### config.mk
export PLATFORM = sky130hd
export DESIGN_NAME = bc_drain
export DESIGN_NICKNAME = d
export VERILOG_FILES = /design/src/rtl/bc_drain.sv
export SDC_FILE = /design/constraint.sdc
export NUM_CORES = 1
export LEC_CHECK = 0
export CAP_MARGIN = 0
export CORE_MARGIN = 5
export CORE_UTILIZATION = 51
export DETAILED_ROUTE_END_ITERATION = 8
export GPL_TIMING_DRIVEN = 0
export PLACE_DENSITY_LB_ADDON = 0.05
export SLEW_MARGIN = 20
export SYNTH_ARGS = -nofsm -noshare
export SYNTH_HDL_FRONTEND = slang
export SYNTH_SLANG_ARGS = --single-unit
### constraint.sdc
create_clock -name clk -period 2.65 [get_ports clk]
set_input_delay 0.6625 -clock clk [delete_from_list [all_inputs] [get_ports clk]]
set_output_delay 0.6625 -clock clk [all_outputs]
set_load 0.1 [all_outputs]
### src/rtl/bc_drain.sv
// Pops breadcrumb words from the buffer's read FIFO and shifts them out MSB-first
// on a framed serial link (sck/sdo/frame) toward Avoidance.
module bc_drain #(
    parameter int WIDTH   = 16,
    parameter int CLK_DIV = 4,
    parameter int GAP     = 2
) (
    input  logic             clk,
    input  logic             rst,
    input  logic             fifo_empty,
    input  logic [WIDTH-1:0] fifo_dout,
    output logic             fifo_rd_en,
    input  logic             avoid_rdy,
    output logic             sck,
    output logic             sdo,
    output logic             frame,
    output logic             busy,
    output logic [15:0]      word_count
);

    localparam int HALF = CLK_DIV / 2;
    localparam int DW   = (CLK_DIV > 1) ? $clog2(CLK_DIV) : 1;
    localparam int BW   = (WIDTH > 1) ? $clog2(WIDTH) : 1;
    localparam int GCYC = (GAP * CLK_DIV > 0) ? GAP * CLK_DIV : 1;
    localparam int GW   = (GCYC > 1) ? $clog2(GCYC) : 1;

    if (CLK_DIV < 2 || (CLK_DIV % 2) != 0) begin : g_bad_div
        $error("bc_drain: CLK_DIV must be even and >= 2");
    end
    if (WIDTH < 2) begin : g_bad_width
        $error("bc_drain: WIDTH must be >= 2");
    end

    typedef enum logic [2:0] {
        ST_IDLE,
        ST_FETCH,
        ST_LOAD,
        ST_SHIFT,
        ST_GAP
    } state_t;

    state_t          state;
    logic [WIDTH-1:0] sreg;
    logic [DW-1:0]    div_cnt;
    logic [BW-1:0]    bit_cnt;
    logic [GW-1:0]    gap_cnt;

    always_ff @(posedge clk) begin
        if (rst) begin
            state      <= ST_IDLE;
            sreg       <= '0;
            div_cnt    <= '0;
            bit_cnt    <= '0;
            gap_cnt    <= '0;
            fifo_rd_en <= 1'b0;
            sck        <= 1'b0;
            sdo        <= 1'b0;
            frame      <= 1'b0;
            busy       <= 1'b0;
            word_count <= '0;
        end else begin
            fifo_rd_en <= 1'b0;
            case (state)
                ST_IDLE: begin
                    if (!fifo_empty && avoid_rdy) begin
                        state      <= ST_FETCH;
                        fifo_rd_en <= 1'b1;
                        busy       <= 1'b1;
                    end
                end
                ST_FETCH: state <= ST_LOAD;
                ST_LOAD: begin
                    sreg    <= fifo_dout;
                    sdo     <= fifo_dout[WIDTH-1];
                    frame   <= 1'b1;
                    sck     <= 1'b0;
                    div_cnt <= '0;
                    bit_cnt <= '0;
                    state   <= ST_SHIFT;
                end
                ST_SHIFT: begin
                    if (div_cnt == DW'(CLK_DIV - 1)) begin
                        div_cnt <= '0;
                        sck     <= 1'b0;
                        if (bit_cnt == BW'(WIDTH - 1)) begin
                            word_count <= word_count + 16'd1;
                            frame      <= 1'b0;
                            sdo        <= 1'b0;
                            gap_cnt    <= '0;
                            if (GAP == 0) begin
                                state <= ST_IDLE;
                                busy  <= 1'b0;
                            end else begin
                                state <= ST_GAP;
                            end
                        end else begin
                            // rotate so every bit stays observed; next bit is now the MSB
                            bit_cnt <= bit_cnt + 1'b1;
                            sreg    <= {sreg[WIDTH-2:0], sreg[WIDTH-1]};
                            sdo     <= sreg[WIDTH-2];
                        end
                    end else begin
                        div_cnt <= div_cnt + 1'b1;
                        sck     <= (div_cnt >= DW'(HALF - 1));
                    end
                end
                ST_GAP: begin
                    if (gap_cnt == GW'(GCYC - 1)) begin
                        state <= ST_IDLE;
                        busy  <= 1'b0;
                    end else begin
                        gap_cnt <= gap_cnt + 1'b1;
                    end
                end
                default: begin
                    state <= ST_IDLE;
                    busy  <= 1'b0;
                end
            endcase
        end
    end

endmodule

== After elaboration in Yosys (flattened, before gate mapping) ==
Index checks and enable logic that the tools add are counted.
Storage, ports and cells
  bits in registers: 49
  bits of input ports: 20
  output and inout bits: 21
Cells by class
  add/sub/neg operators: 4
  $lt $le $gt $ge: 1
  eq/ne operators: 13
  mux-type cells: 29
  bitwise gates (word level): 2
  reductions and logical operators: 14
Operators with widths (count)
  $mux W16: 2
  $pmux W16 S2: 1
  $mux W3: 7
  $add A16 B1 Y16 const B: 1
  $pmux W3 S5: 1
  $ne A2 B2 Y1 const B: 6
  $reduce_and A3 Y1: 4
  $mux W1: 8
  $mux W4: 2
  $pmux W4 S2: 1
  $reduce_and A4 Y1: 2
  $eq A3 B2 Y1 const B: 2
  $eq A3 B3 Y1 const B: 2
  $pmux W1 S2: 3
  $pmux W3 S2: 1
  $add A4 B1 Y4 const B: 1
  $eq A4 B4 Y1 const B: 1
  $pmux W2 S2: 1
  $reduce_bool A2 Y1: 2
  $add A3 B1 Y3 const B: 1
  $eq A3 B1 Y1 const B: 1
  $logic_not A3 Y1: 1
  $pmux W1 S3: 1
  $reduce_or A3 Y1: 1
  9 further kinds: 10

== Logic depth before layout (Yosys ltp) ==
  depth in word-level cells: 4
  mapped depth: 7
  depth with buffers taken out: 6

== Worst setup path before layout ==
Ideal clock, no wire load.
  path kind: flip-flop to flip-flop
  start point: reg sck (netlist name)
  end point: reg word_count[15]
  arrival time: 2.644 ns
  required time: 2.529 ns
  path slack: -0.115 ns
  cell stages (with the launch flop): 8
  path buffers: 2
  period minus slack after synthesis: 2.765 ns
  path through: dfxtp_1 > ha_1 > buf_2 > nand4_4 > or3_1 > clkbuf_1 > nor4_1 > mux2_2
RTL lines
  end signal, assigned: line 86  | word_count <= word_count + 16'd1;
  end, declared: line 18  | output logic [15:0] word_count

== Worst setup path in the final report ==
  start point: reg word_count[8]
  end point: out word_count[8]
No word-level cell between the ends.

==> flow_summary_export.csv <==
group,metric,value,unit
cells_and_area,nNetsFinal,321,
sta,period_share,97.2,%
critical_path,crit_cells,1,
synth,synth-seq-cells,48,
route,drc,0,
clock_network,cts_setup_buffers,0,
route,first_pass_iters,4,
sta,max_freq,388,MHz
sta,relSlewSlack,34.5,%
critical_path,cp-end-kind,"output pin",
power_and_ir_drop,finalPower,1.42,mW
place,io_buffers,40,
critical_path,worst-setup-path-type,"flip-flop to output pin",
cells_and_area,fillers,359,
place,place_congestion,0.806,
sta,slew_violations,0,
critical_path,critical_path_required,1.99,ns
critical_path,startpoint,"word_count[8]",
clock_network,cts.sinks,48,
critical_path,cp-start-kind,"flip-flop",
critical_path,crit_end,"word_count[8]",
synth,synth.cell_area,0.00219,mm2
global_route,grt-ovfl-total,0,
synth,syn-num-nets,274,
die,die_w,75.5,um
critical_path,r2r-end,"word_count[15]",
clock_network,clock_path_buffers,2,
critical_path,path_delay_family,"buffers and inverters",
die,start_util,53.5,%
place,place_hpwl,3460,um
power_and_ir_drop,irDropWorstVdd,0.000226,V
sta,min_period,2.58,ns
critical_path,crit_fanout,7,
global_route,grt_pass1_wl,8140,um
global_route,grt_pass1_vias,1816,
global_route,grtUsageTotal,18.3,%
global_route,grt_max_degree,14,
cells_and_area,areaGrowthSynthToFinish,24.8,%
synth,syn_avg_cell_area,8.78,um2
power_and_ir_drop,power_density,519,mW/mm2
synth,yosysUniqueCellTypes,43,
route,drtAntennaViolNets,0,
clock_network,cts-root-buf,"clkbuf_8",
sta,hold_viol,0,
clock_network,cts_resized,0,
sta,rsz0062_at_grt,"false",
route,wl_per_cell,14.0,um
route,drt_iter0_markers,91,
clock_network,cts_hold_buf,0,
synth,yosysSeqAreaShare,44.0,%
synth,yosysWarnings,0,
critical_path,crit_arrival,1.91,ns
cells_and_area,antenna_cells,0,
sta,final.setup_skew,0.00696,ns
power_and_ir_drop,p_leak,0.962,nW
route,wirelength,4830,um
sta,max_slew.worst_pin.slew,0.980,ns
clock_network,htree_levels,2,
cells_and_area,drive_above_1_share,7.09,%
hold_path,hp-class,"flip-flop to flip-flop",
route,routed_via_density,5.63,
sta,finalSetupTns,0,ns
run,maxCapViolCount,0,
critical_path,reg2reg_from,"div_cnt[0]",
die,row_count,23,
die,ios,41,
clock_network,cts_tree,"done",
clock_network,clkSlewWorstSetupHoldPaths,0.08,ns
critical_path,critPathBufInv,1,
die,die_h,75.5,um
route,vias,1947,
clock_network,clock_latency,0.29,ns
global_route,antenna_found_initial,0,
critical_path,crit_slowest_cell,"clkdlybuf4s50_1",
critical_path,critPathMaxStageDelay,1.18,ns
clock_network,numCtsBuffers,5,
die,dieArea,0.00569,mm2
run_status,status,"completed",
sta,finalSetupViolations,0,
die,coreArea,0.00409,mm2
critical_path,r2r_slack,0.43,ns
critical_path,worstRegToRegCells,7,
synth,netlist_instances,249,
critical_path,path_cells,"clkdlybuf4s50_1",
==> cell usage after synthesis <==
cell type | count | share of area [%]
a21boi_0 | 1 | 0.34
xor2_1 | 1 | 0.40
nand2b_1 | 1 | 0.29
dfxtp_1 | 48 | 44
a21oi_1 | 17 | 3.9
a211oi_1 | 1 | 0.34
or2_2 | 2 | 0.57
o21ba_2 | 1 | 0.46
buf_1 | 1 | 0.17
a22oi_1 | 2 | 0.69
and2b_1 | 1 | 0.34
buf_4 | 1 | 0.34
xnor2_1 | 6 | 2.4
nand4_1 | 3 | 0.86
mux2_2 | 2 | 1.0
nand2_1 | 11 | 1.9
nor4b_1 | 1 | 0.40
buf_6 | 1 | 0.52
nor2_1 | 19 | 3.3
a31oi_2 | 1 | 0.57
clkbuf_1 | 12 | 2.1
o21ai_0 | 3 | 0.69
nor3b_1 | 1 | 0.34
or4_1 | 5 | 1.7
a2bb2oi_1 | 1 | 0.40
nand3b_4 | 1 | 0.92
nor2b_1 | 3 | 0.86
and3b_1 | 1 | 0.40
and4_1 | 1 | 0.40
o31ai_1 | 5 | 1.7
nor4_1 | 8 | 2.3
ha_1 | 5 | 2.9
nand4_4 | 1 | 0.97
nor3_1 | 4 | 0.92
nand3_1 | 10 | 2.3
mux2i_1 | 1 | 0.46
buf_2 | 4 | 0.92
or3_1 | 4 | 1.1
and3_1 | 2 | 0.57
a311oi_1 | 1 | 0.40
inv_1 | 23 | 3.9
o22ai_1 | 16 | 4.6
a221oi_1 | 16 | 6.4
==> power by group <==
| group | internal (mW) | switching, mW | total, mW | leakage [nW] |
|---|---|---|---|---|
| Clock | 0.180 | 0.225 | 0.405 | 0.0410 |
| Sequential | 0.757 | 0.0188 | 0.776 | 0.390 |
| Combinational | 0.0935 | 0.141 | 0.234 | 0.530 |
| Total | 1.03 | 0.385 | 1.42 | 0.962 |
==> worst reg2reg max path, delay by kind of cell, from the launching register on <==
family	cells	cell delay (ns)
multiplexers	1	0.36
buffers and inverters	2	0.40
AND/OR/NAND/NOR	3	0.87
adder cells (fa/ha/maj)	1	0.14
flip-flops	1	0.35
==> layout by cell type (no fill, tap or decap), drive strengths merged, types with 6 or more instances in the layout <==
| cell type | n |
|---|---|
| clkbuf | 18 |
| clkdlybuf4s50 | 40 |
| dfxtp | 48 |
| nand2 | 11 |
| nor4 | 8 |
| nand3 | 10 |
| a21oi | 17 |
| xnor2 | 6 |
| buf | 7 |
| a221oi | 16 |
| nor2 | 19 |
| inv | 23 |
| o22ai | 16 |
==> per-stage QoR <==
| stage | cells | hold slack [ns] | instance area (um2) | util, % | worst slack (ns) |
|---|---|---|---|---|---|
| after floorplan | 249 | 0.447 | 2190 | - | 0.0804 |
| after global placement | 339 | 0.457 | 2650 | 64.9 | 0.381 |
| after detailed placement | 339 | 0.459 | 2650 | 64.9 | 0.374 |
| after CTS | 346 | 0.474 | 2730 | 66.7 | 0.0668 |
| after global routing | 346 | 0.493 | 2730 | 66.7 | 0.0304 |
| final | 346 | 0.470 | 2730 | 66.7 | 0.0745 |
==> registers in the layout (all words and copies together) (netlist names) <==
name / flops
sreg: 16
word_count: 16
bit_cnt: 4
gap_cnt: 3
state: 3
busy: 1
div_cnt: 1
fifo_rd_en: 1
frame: 1
sck: 1
sdo: 1
==> worst min-delay path by stage <==
stage | slack, ns | cells past startpoint | endpoint | from
detailed placement | 0.46 | 2 | sck | sck
floorplan | 0.45 | 2 | sreg[0] | sreg[0]
finish | 0.47 | 2 | sreg[5] | sreg[5]
global route | 0.49 | 2 | sreg[2] | sreg[2]
global placement | 0.46 | 2 | sreg[15] | sreg[15]
CTS | 0.47 | 2 | sreg[2] | sreg[2]
==> layer usage <==
metal | vias to the layer above | part of all wire, % | GRT usage [%]
met2 | 34 | 43 | 28.2
met5 | - | 0 | 0
met4 | 0 | 0.31 | 5.83
met3 | 2 | 4.0 | 3.17
met1 | 906 | 52 | 26.2
li1 | 1005 | - | -
==> cell type report <==
type	instances	area [um2]	share of cell area, %
multi-input cells	159	1050	38.5
well taps	50	62.6	2.29
clock inverters	1	5.00	0.183
flip-flops and latches	48	962	35.3
inverters	23	86.3	3.17
repair buffers	40	400	14.7
clock buffers	6	72.6	2.66
plain buffers	19	87.6	3.21
==> logic make-up after synthesis <==
family	synth area share, %
buffers and inverters	7.96
AO/OA/AOI/OAI	20.5
multiplexers	1.49
XOR/XNOR	2.80
adder cells (fa/ha/maj)	2.86
AND/OR/NAND/NOR	20.4
flip-flops	44.0
No activity file was read; power rests on OpenSTA's default activity.
